`config.mk`:
```
export PLATFORM = sky130hd
export DESIGN_NAME = kb_answer_entry
export DESIGN_NICKNAME = d
export VERILOG_FILES = /design/src/rtl/kb_answer_entry.sv
export SDC_FILE = /design/constraint.sdc
export NUM_CORES = 1
export LEC_CHECK = 0
export CORE_AREA = 4 4 52 89
export CTS_BUF_LIST = sky130_fd_sc_hd__clkbuf_2 sky130_fd_sc_hd__clkbuf_4 sky130_fd_sc_hd__clkbuf_8
export CTS_CLUSTER_DIAMETER = 40
export DETAILED_ROUTE_END_ITERATION = 12
export DIE_AREA = 0 0 56 93
export GPL_TIMING_DRIVEN = 0
export MAX_ROUTING_LAYER = met4
export PLACE_DENSITY = 0.74
export SLEW_MARGIN = 30
export SYNTH_ARGS = -nofsm -noshare
export SYNTH_HDL_FRONTEND = slang
export SYNTH_SLANG_ARGS = --single-unit
export TNS_END_PERCENT = 50
```
`constraint.sdc`:
```
create_clock -name clk -period 6.6 [get_ports clk]
set_clock_uncertainty 0.1 [all_clocks]
set_input_delay 1.32 -clock clk [delete_from_list [all_inputs] [get_ports clk]]
set_output_delay 1.32 -clock clk [all_outputs]
set_load 0.05 [all_outputs]
```
`src/rtl/kb_answer_entry.sv`:
```
// Keyboard answer-entry stage: PS/2 set-2 bytes -> decimal 0..127 with backspace and Enter submit.
// Optional feature: define KB_KEYPAD_EN to accept numeric-keypad digits and keypad Enter (E0 5A).
module kb_answer_entry (
    input  logic       clk,
    input  logic       reset,
    input  logic [7:0] scan_code,
    input  logic       scan_valid,
    input  logic       round_clr,
    output logic [6:0] entry_value,
    output logic [1:0] digit_count,
    output logic [6:0] kb_result,
    output logic       kb_submit,
    output logic       key_err
);

    typedef enum logic [1:0] {
        S_IDLE,
        S_BREAK,
        S_EXT,
        S_EXT_BREAK
    } state_t;

    localparam logic [7:0] CODE_BREAK = 8'hF0;
    localparam logic [7:0] CODE_EXT   = 8'hE0;
    localparam logic [7:0] CODE_BKSP  = 8'h66;
    localparam logic [7:0] CODE_ENTER = 8'h5A;

    state_t      state, state_nxt;
    logic [6:0]  entry_nxt;
    logic [1:0]  count_nxt;
    logic [6:0]  result_nxt;
    logic        submit_nxt;
    logic        err_nxt;
    logic        make_valid;
    logic        enter_req;
    logic [4:0]  digit_info;
    logic [10:0] product;

    // Returns {is_digit, value}; keypad digits only map when the feature is built in.
    function automatic logic [4:0] decode_digit(input logic [7:0] code);
        logic [4:0] info;
        info = 5'd0;
        case (code)
            8'h45: info = {1'b1, 4'd0};
            8'h16: info = {1'b1, 4'd1};
            8'h1E: info = {1'b1, 4'd2};
            8'h26: info = {1'b1, 4'd3};
            8'h25: info = {1'b1, 4'd4};
            8'h2E: info = {1'b1, 4'd5};
            8'h36: info = {1'b1, 4'd6};
            8'h3D: info = {1'b1, 4'd7};
            8'h3E: info = {1'b1, 4'd8};
            8'h46: info = {1'b1, 4'd9};
`ifdef KB_KEYPAD_EN
            8'h70: info = {1'b1, 4'd0};
            8'h69: info = {1'b1, 4'd1};
            8'h72: info = {1'b1, 4'd2};
            8'h7A: info = {1'b1, 4'd3};
            8'h6B: info = {1'b1, 4'd4};
            8'h73: info = {1'b1, 4'd5};
            8'h74: info = {1'b1, 4'd6};
            8'h6C: info = {1'b1, 4'd7};
            8'h75: info = {1'b1, 4'd8};
            8'h7D: info = {1'b1, 4'd9};
`endif
            default: info = 5'd0;
        endcase
        return info;
    endfunction

    always_ff @(posedge clk or posedge reset) begin
        if (reset) begin
            state       <= S_IDLE;
            entry_value <= 7'd0;
            digit_count <= 2'd0;
            kb_result   <= 7'd0;
            kb_submit   <= 1'b0;
            key_err     <= 1'b0;
        end else begin
            state       <= state_nxt;
            entry_value <= entry_nxt;
            digit_count <= count_nxt;
            kb_result   <= result_nxt;
            kb_submit   <= submit_nxt;
            key_err     <= err_nxt;
        end
    end

    // Overflow is judged on the full 11-bit product before it is cut back to 7 bits.
    always_comb begin
        state_nxt  = state;
        entry_nxt  = entry_value;
        count_nxt  = digit_count;
        result_nxt = kb_result;
        submit_nxt = 1'b0;
        err_nxt    = 1'b0;
        make_valid = 1'b0;
        enter_req  = 1'b0;
        digit_info = decode_digit(scan_code);
        product    = 11'(entry_value) * 11'd10 + 11'(digit_info[3:0]);

        if (round_clr) begin
            state_nxt = S_IDLE;
            entry_nxt = 7'd0;
            count_nxt = 2'd0;
        end else if (scan_valid) begin
            case (state)
                S_IDLE: begin
                    if (scan_code == CODE_BREAK)
                        state_nxt = S_BREAK;
                    else if (scan_code == CODE_EXT)
                        state_nxt = S_EXT;
                    else
                        make_valid = 1'b1;
                end
                S_EXT: begin
                    if (scan_code == CODE_BREAK) begin
                        state_nxt = S_EXT_BREAK;
                    end else begin
                        state_nxt = S_IDLE;
`ifdef KB_KEYPAD_EN
                        enter_req = (scan_code == CODE_ENTER);
`endif
                    end
                end
                default: state_nxt = S_IDLE;
            endcase

            if (make_valid) begin
                if (digit_info[4]) begin
                    if (digit_count < 2'd3 && product <= 11'd127) begin
                        entry_nxt = product[6:0];
                        count_nxt = digit_count + 2'd1;
                    end else begin
                        err_nxt = 1'b1;
                    end
                end else if (scan_code == CODE_BKSP) begin
                    if (digit_count != 2'd0) begin
                        entry_nxt = entry_value / 7'd10;
                        count_nxt = digit_count - 2'd1;
                    end
                end else if (scan_code == CODE_ENTER) begin
                    enter_req = 1'b1;
                end
            end

            if (enter_req && digit_count != 2'd0) begin
                result_nxt = entry_value;
                submit_nxt = 1'b1;
                entry_nxt  = 7'd0;
                count_nxt  = 2'd0;
            end
        end
    end

endmodule

```
==> results of run 1 <==
kinds of logic after synthesis:
kind of cell,after synthesis,synth area share
AOI/OAI and AO/OA,49,0.186
xor gates and xnor gates,9,0.0442
adders and majority gates,17,0.126
buffers and inverters,16,0.0512
DFF,20,0.281
muxes,7,0.0435
and+or+nand+nor,87,0.269
cell usage in the layout, fill, tap and decap left out, drive strengths merged, types with 5 or more instances in the layout:
cell,n
or4,5
clkbuf,10
nor2,17
o21ai,8
nand2b,10
dfrtp,20
inv,6
mux2,6
xor2,5
ha,13
nand2,20
clkdlybuf4s50,29
nor3,6
a21oi,15
state kept, by name, summed over array words and instances, names as in the netlist:
| name | cells |
|---|---|
| digit_count | 2 |
| key_err | 1 |
| entry_value | 7 |
| kb_result | 7 |
| state | 2 |
| kb_submit | 1 |
cell type report:
class,instances,area [sq um]
Buffer,10,68.8
Clock buffer,3,41.3
Fill cell,388,1720
Inverter,6,22.5
Multi-Input combinational cell,169,1200
Sequential cell,20,500
Tap cell,48,60.1
Timing Repair Buffer,29,290
cell usage after synthesis (2+ instances only):
cell type | number | share of area
sky130_fd_sc_hd__dfrtp_1 | 20 | 0.28
sky130_fd_sc_hd__nand2_1 | 20 | 0.042
sky130_fd_sc_hd__nor2_1 | 17 | 0.036
sky130_fd_sc_hd__a21oi_1 | 15 | 0.042
sky130_fd_sc_hd__ha_1 | 13 | 0.091
sky130_fd_sc_hd__nand2b_1 | 10 | 0.035
sky130_fd_sc_hd__o21ai_0 | 7 | 0.020
sky130_fd_sc_hd__inv_1 | 6 | 0.013
sky130_fd_sc_hd__mux2_2 | 6 | 0.038
sky130_fd_sc_hd__nor3_1 | 6 | 0.017
sky130_fd_sc_hd__clkbuf_1 | 5 | 0.011
sky130_fd_sc_hd__or4_1 | 5 | 0.021
sky130_fd_sc_hd__xor2_1 | 5 | 0.025
sky130_fd_sc_hd__nand3b_1 | 4 | 0.017
sky130_fd_sc_hd__nor2b_1 | 4 | 0.014
sky130_fd_sc_hd__xnor2_1 | 4 | 0.020
sky130_fd_sc_hd__a22oi_1 | 3 | 0.013
sky130_fd_sc_hd__nand3_1 | 3 | 0.0084
sky130_fd_sc_hd__or3_1 | 3 | 0.011
sky130_fd_sc_hd__a2111o_1 | 2 | 0.013
sky130_fd_sc_hd__a211oi_1 | 2 | 0.0084
sky130_fd_sc_hd__clkbuf_8 | 2 | 0.015
sky130_fd_sc_hd__fa_1 | 2 | 0.022
sky130_fd_sc_hd__nor3b_1 | 2 | 0.0084
sky130_fd_sc_hd__nor4_1 | 2 | 0.0070
sky130_fd_sc_hd__o211ai_1 | 2 | 0.0084
sky130_fd_sc_hd__o22ai_1 | 2 | 0.0070
sky130_fd_sc_hd__o31ai_1 | 2 | 0.0084
sky130_fd_sc_hd__or2_2 | 2 | 0.0070
critical path: stages:
cell,delay [ps]
sky130_fd_sc_hd__clkdlybuf4s50_1,530
sky130_fd_sc_hd__buf_1,390
sky130_fd_sc_hd__inv_1,110
sky130_fd_sc_hd__or4_1,540
sky130_fd_sc_hd__nand2_1,80
sky130_fd_sc_hd__ha_1,170
sky130_fd_sc_hd__fa_1,230
sky130_fd_sc_hd__nand3b_1,90
sky130_fd_sc_hd__or4_1,490
sky130_fd_sc_hd__maj3_2,320
sky130_fd_sc_hd__a221o_1,370
sky130_fd_sc_hd__o31a_1,340
sky130_fd_sc_hd__or4_1,490
sky130_fd_sc_hd__a21oi_1,170
worst max path at each step:
stage,cells after the start,slack [ps],start,end
after global placement,14,770,scan_code[4],entry_value[4]
final,14,1020,scan_code[4],entry_value[4]
after global routing,13,730,scan_code[3],entry_value[4]
after floorplan,12,1640,scan_code[3],entry_value[4]
after detailed placement,13,770,scan_code[3],entry_value[4]
after CTS,14,1040,scan_code[4],entry_value[4]
layer usage:
layer	vias to the layer above	track usage
met5	-	-
met4	0	0.0436
met3	2	0.00967
met2	18	0.331
met1	768	0.203
li1	811	-
per-stage QoR:
step	cell area, sq um	power (mW)	worst slack (ps)
after floorplan	1780	0.143	1640
after global placement	2130	0.157	774
after detailed placement	2130	0.157	769
after CTS	2180	0.234	1040
after global routing	2180	0.243	729
final	2180	0.232	1020
where the power goes:
group	leakage, nW	switching, mW	internal, mW
clock	0.0216	0.0370	0.0405
combinational	0.649	0.0169	0.0146
sequential	0.279	0.000600	0.123
total	0.950	0.0545	0.178
==> impl_metrics.prom, run 1 <==
# TYPE chip_impl_metric gauge
chip_impl_metric{name="insertedDiodeCount",unit=""} 0
chip_impl_info{name="hold_end",value="kb_result[0]"} 1
chip_impl_metric{name="die_area",unit="sq um"} 5210
chip_impl_metric{name="crit_path_max_fanout",unit=""} 10
chip_impl_metric{name="synthesis.nets",unit=""} 232
chip_impl_metric{name="asyncSetResetFlopFracSynth",unit=""} 1.00
chip_impl_metric{name="final.hold.worst_slack",unit="ps"} 387
chip_impl_metric{name="max_cap_violations",unit=""} 0
chip_impl_metric{name="finalWeightedCongestion",unit=""} 0.784
chip_impl_metric{name="cts_inserted_buffers",unit=""} 3
chip_impl_info{name="crit_type",value="in -> reg"} 1
chip_impl_metric{name="chipHeight",unit="um"} 93
chip_impl_metric{name="placed_cells_incl_taps",unit=""} 282
chip_impl_metric{name="boundaryPins",unit=""} 30
chip_impl_info{name="endpoint_of_the_worst_register_to_register_path",value="entry_value[4]"} 1
chip_impl_metric{name="worst_pin_slew",unit="ps"} 762
chip_impl_metric{name="clk_pin_slew_worst_paths",unit="ps"} 70
chip_impl_metric{name="power.leakage",unit="nW"} 0.950
chip_impl_metric{name="clockBufferDepth",unit=""} 2
chip_impl_metric{name="cts-hold-fix-buffers",unit=""} 0
chip_impl_metric{name="synth.yosys.warnings",unit=""} 0
chip_impl_metric{name="r2r_cells",unit=""} 10
chip_impl_metric{name="met2RoutedLength",unit="um"} 2390
chip_impl_info{name="postSynth.topFlopCell",value="sky130_fd_sc_hd__dfrtp_1"} 1
chip_impl_metric{name="area_of_the_core",unit="sq um"} 3900
chip_impl_info{name="cts_tree",value="yes"} 1
chip_impl_metric{name="detail_route.first_pass.iterations",unit=""} 4
chip_impl_metric{name="synth_cell_type_count",unit=""} 58
chip_impl_info{name="min-delay-start",value="kb_result[0]"} 1
chip_impl_metric{name="htree_num_levels",unit=""} 1
chip_impl_metric{name="initial_core_util",unit=""} 0.457
chip_impl_metric{name="grt_max_degree",unit=""} 21
chip_impl_metric{name="wl_met1",unit="um"} 1780
chip_impl_metric{name="detailroute.wirelength.met3",unit="um"} 53
chip_impl_metric{name="post-route-period-util",unit=""} 0.845
chip_impl_metric{name="drc",unit=""} 0
chip_impl_metric{name="cts-resized-gates",unit=""} 0
chip_impl_metric{name="final-hold-violation-count",unit=""} 0
chip_impl_metric{name="chipWidth",unit="um"} 56
chip_impl_metric{name="min_path_cells",unit=""} 2
chip_impl_info{name="cp-end-kind",value="register"} 1
chip_impl_metric{name="vdd_drop_max",unit="V"} 0.000114
chip_impl_info{name="run_status",value="finished, final reports clean"} 1
chip_impl_metric{name="timing_max_transition_violations_final",unit=""} 0
chip_impl_metric{name="viasPerCell",unit=""} 5.61
chip_impl_metric{name="final-instance-count-excl-fill",unit=""} 285
chip_impl_metric{name="cts_sinks",unit=""} 20
chip_impl_metric{name="count_of_standard_cell_rows",unit=""} 30
chip_impl_metric{name="setup.reg_to_reg.worst_slack",unit="ps"} 2430
chip_impl_info{name="highest-signal-layer",value="met4"} 1
chip_impl_info{name="worstHoldPathType",value="reg -> reg"} 1
chip_impl_metric{name="average_wire_length_per_cell_after_detail_routing",unit="um"} 14.9
chip_impl_metric{name="groute.usage.overall",unit=""} 0.177
chip_impl_metric{name="post_route_cells_drive_above_1_share",unit=""} 0.0886
chip_impl_info{name="reg_to_reg_start",value="entry_value[1]"} 1
chip_impl_metric{name="pwr_dens",unit="nW/um^2"} 107
chip_impl_metric{name="detailroute.via_count",unit=""} 1599
chip_impl_metric{name="setup-violations-final",unit=""} 0
chip_impl_metric{name="worst_ep_required_time",unit="ps"} 6680
chip_impl_metric{name="grt_overflow_total",unit=""} 0
chip_impl_metric{name="synth_seq_cells",unit=""} 20
chip_impl_metric{name="maxSlewHeadroom",unit=""} 0.491
chip_impl_metric{name="port_buffers",unit=""} 29
chip_impl_metric{name="achievable-frequency",unit="GHz"} 0.179
chip_impl_metric{name="hpwl",unit="um"} 3310
chip_impl_metric{name="postRouteAntennaNets",unit=""} 0
chip_impl_info{name="clock_tree_root_driver_cell",value="sky130_fd_sc_hd__clkbuf_8"} 1
chip_impl_metric{name="areaGrowthSynthToFinish",unit="%"} 22.3
chip_impl_metric{name="first_pass_grt_wire_length",unit="um"} 7500
chip_impl_metric{name="num-nets-final",unit=""} 266
chip_impl_info{name="unrepaired_setup_endpoints_after_global_routing",value="false"} 1
chip_impl_metric{name="finalSetupTns",unit="ps"} 0
chip_impl_metric{name="clock_insertion_delay_worst_skew",unit="ps"} 250
chip_impl_metric{name="grt_pass1_vias",unit=""} 1689
chip_impl_metric{name="routed_wirelength",unit="um"} 4240
chip_impl_metric{name="timing.critical_path.arrival",unit="ps"} 5650
chip_impl_metric{name="ys_seq_area_frac",unit=""} 0.281
chip_impl_metric{name="synthesis.area",unit="sq um"} 1780
chip_impl_metric{name="syn_avg_cell_area",unit="sq um"} 8.70
chip_impl_metric{name="cts.repair_timing.setup_buffer_count",unit=""} 0
chip_impl_metric{name="synthCells",unit=""} 205
chip_impl_metric{name="grt_antenna_before_repair",unit=""} 0
chip_impl_metric{name="final_core_util",unit=""} 0.559
chip_impl_info{name="crit_path_start_kind",value="primary input"} 1
chip_impl_metric{name="synth_enable_flop_cells",unit=""} 0
chip_impl_metric{name="detailedRoute.firstIterationViolations",unit=""} 26
chip_impl_metric{name="period_needed",unit="ps"} 5580
Power figures use the tool's default switching activity.
==> run 2: changes to the inputs <==
clock period = 5.27 ns   (was 6.6 ns; I/O delays follow)
==> run 2 against run 1 <==
  * Combinational power rose by 28%
  * Hold slack barely moved
  * Count of clock-buffer cells in the layout did not move
  * Via count rose by 0.19%
  * Non-clock buffer count did not move
  * Total power rose by 26%
  * Final area rose by 1.1%
==> impl_metrics.prom, run 2 (synthesized netlist as in run 1, its figures left out) <==
# TYPE chip_impl_metric gauge
chip_impl_metric{name="count_of_standard_cell_rows",unit=""} 30
chip_impl_metric{name="detail_route.first_pass.iterations",unit=""} 4
chip_impl_metric{name="drc",unit=""} 0
chip_impl_metric{name="chipHeight",unit="um"} 93
chip_impl_metric{name="worst_pin_slew",unit="ps"} 765
chip_impl_metric{name="cts_inserted_buffers",unit=""} 3
chip_impl_metric{name="average_wire_length_per_cell_after_detail_routing",unit="um"} 14.9
chip_impl_metric{name="placement.cell_area",unit="sq um"} 2130
chip_impl_metric{name="grt_overflow_total",unit=""} 0
chip_impl_info{name="cpMostUsedCell",value="sky130_fd_sc_hd__or4_1"} 1
chip_impl_info{name="layout_commonest_cell",value="sky130_fd_sc_hd__clkdlybuf4s50_1"} 1
chip_impl_metric{name="clockBufferDepth",unit=""} 2
chip_impl_metric{name="chipWidth",unit="um"} 56
chip_impl_metric{name="worst_ep_required_time",unit="ps"} 5340
chip_impl_metric{name="initial_core_util",unit=""} 0.457
chip_impl_info{name="worstHoldPathType",value="reg -> reg"} 1
chip_impl_metric{name="grt_pass1_vias",unit=""} 1694
chip_impl_metric{name="viasPerCell",unit=""} 5.62
chip_impl_metric{name="insertedDiodeCount",unit=""} 0
chip_impl_info{name="top_regs",value="entry_value (7), kb_result (7)"} 1
chip_impl_metric{name="multi_input_gate_area_in_the_final_layout",unit="sq um"} 1210
chip_impl_metric{name="final.fill_count",unit=""} 384
chip_impl_info{name="critPathSlowestCell",value="sky130_fd_sc_hd__clkdlybuf4s50_1"} 1
chip_impl_info{name="crit_type",value="in -> reg"} 1
chip_impl_metric{name="clk_pin_slew_worst_paths",unit="ps"} 70
chip_impl_metric{name="die_area",unit="sq um"} 5210
chip_impl_metric{name="final-hold-violation-count",unit=""} 0
chip_impl_metric{name="final_core_util",unit=""} 0.565
chip_impl_metric{name="hpwl",unit="um"} 3310
chip_impl_info{name="crit_path_start_kind",value="primary input"} 1
chip_impl_info{name="unrepaired_setup_endpoints_after_global_routing",value="false"} 1
chip_impl_info{name="crit_path_cell_trace",value="clkdlybuf4s50_1 > nand2b_1 > or4_1 > nand2_1 > ha_1 > fa_2 > nand3b_1 > or4_1 > maj3_2 > a221o_1 > o31a_1 > or4_1 > a21oi_1"} 1
chip_impl_metric{name="clock_insertion_delay_worst_skew",unit="ps"} 250
chip_impl_metric{name="finalWeightedCongestion",unit=""} 0.784
chip_impl_metric{name="sequential_cell_area",unit="sq um"} 500
chip_impl_metric{name="routed_wirelength",unit="um"} 4260
chip_impl_metric{name="detailedRoute.firstIterationViolations",unit=""} 23
chip_impl_metric{name="achievable-frequency",unit="GHz"} 0.198
chip_impl_metric{name="crit_path_max_fanout",unit=""} 7
chip_impl_metric{name="post-route-period-util",unit=""} 0.958
chip_impl_metric{name="vdd_drop_max",unit="V"} 0.000142
chip_impl_metric{name="groute.usage.overall",unit=""} 0.178
chip_impl_metric{name="setup-violations-final",unit=""} 0
chip_impl_metric{name="post_route_cells_drive_above_1_share",unit=""} 0.105
chip_impl_metric{name="cts-resized-gates",unit=""} 2
chip_impl_info{name="cp-end-kind",value="register"} 1
chip_impl_metric{name="final_cell_area",unit="sq um"} 2210
chip_impl_metric{name="crit_path_max_incr_delay",unit="ps"} 540
chip_impl_info{name="clock_tree_root_driver_cell",value="sky130_fd_sc_hd__clkbuf_8"} 1
chip_impl_metric{name="cts.repair_timing.setup_buffer_count",unit=""} 0
chip_impl_metric{name="max_cap_violations",unit=""} 0
chip_impl_metric{name="port_buffers",unit=""} 29
chip_impl_info{name="layout_common_cells",value="sky130_fd_sc_hd__clkdlybuf4s50_1 (26), sky130_fd_sc_hd__nand2_1 (20), sky130_fd_sc_hd__dfrtp_1 (20), sky130_fd_sc_hd__nor2_1 (17), sky130_fd_sc_hd__a21oi_1 (15)"} 1
chip_impl_metric{name="grt_max_degree",unit=""} 21
chip_impl_metric{name="finalSetupTns",unit="ps"} 0
chip_impl_metric{name="power.leakage",unit="nW"} 0.983
chip_impl_metric{name="period_needed",unit="ps"} 5050
chip_impl_metric{name="cts-hold-fix-buffers",unit=""} 0
chip_impl_metric{name="cts_sinks",unit=""} 20
chip_impl_metric{name="pwr_dens",unit="nW/um^2"} 133
chip_impl_info{name="run_status",value="finished, final reports clean"} 1
chip_impl_metric{name="timing_max_transition_violations_final",unit=""} 0
chip_impl_metric{name="detailroute.via_count",unit=""} 1602
chip_impl_metric{name="grt_antenna_before_repair",unit=""} 0
chip_impl_metric{name="timing.critical_path.arrival",unit="ps"} 5120
chip_impl_metric{name="num-nets-final",unit=""} 266
chip_impl_info{name="cts_tree",value="yes"} 1
chip_impl_metric{name="first_pass_grt_wire_length",unit="um"} 7540
chip_impl_metric{name="postRouteAntennaNets",unit=""} 0
chip_impl_metric{name="maxSlewHeadroom",unit=""} 0.490
chip_impl_metric{name="area_of_the_core",unit="sq um"} 3900
chip_impl_metric{name="post-route-worst-setup-slack",unit="ps"} 223
chip_impl_metric{name="htree_num_levels",unit=""} 1
chip_impl_metric{name="areaGrowthSynthToFinish",unit="%"} 23.6
chip_impl_metric{name="final.hold.worst_slack",unit="ps"} 387
chip_impl_metric{name="boundaryPins",unit=""} 30
chip_impl_metric{name="pre_cts_ws",unit="ps"} -295
==> run 2: final cells by class <==
| type | instances | share of cell area |
|---|---|---|
| Tap cell | 48 | 0.0272 |
| Clock buffer | 3 | 0.0187 |
| Buffer | 10 | 0.0352 |
| Timing Repair Buffer | 29 | 0.135 |
| Multi-Input combinational cell | 169 | 0.547 |
| Sequential cell | 20 | 0.227 |
| Inverter | 6 | 0.0102 |
==> run 2: worst paths after layout <==
check | to | cells past startpoint | slack [ps] | startpoint
worst min-delay path | kb_result[0] | 2 | 390 | kb_result[0]
worst max-delay path | entry_value[4] | 13 | 220 | scan_code[6]
min in group asynchronous | state[1] | 2 | 1130 | reset
worst max register to register | entry_value[4] | 10 | 1090 | entry_value[1]
max in group asynchronous | entry_value[2] | 2 | 3460 | reset
worst min register to register | kb_result[0] | 2 | 390 | kb_result[0]
==> run 2: metrics by stage <==
stage | total power, mW | cells
2_1_floorplan | 0.180 | 205
4_1_cts | 0.294 | 285
3_3_place_gp | 0.197 | 282
5_1_grt | 0.306 | 285
6_report | 0.292 | 285
3_5_place_dp | 0.197 | 282
==> run 2: where the power goes <==
part           switching, mW  leakage [nW]  total [mW]  internal, mW
Clock                 0.0468        0.0216      0.0975        0.0508
Combinational         0.0216         0.682      0.0403        0.0188
Sequential          0.000749         0.279       0.154         0.154
Total                 0.0691         0.983       0.292         0.223
==> run 2: critical path, delay by kind of cell <==
kind	cells	cell delay [ps]
AO/OA/AOI/OAI	3	880
adder cells (fa/ha/maj)	3	720
buffers and inverters	1	540
AND/OR/NAND/NOR	6	1920
==> run 2: per-layer routing <==
layer	GRT usage	vias to the layer above	share of wire
li1	-	811	-
met1	0.205	771	0.42
met2	0.332	18	0.56
met3	0.00967	2	0.013
met4	0.0436	0	0.0047
met5	-	-	0
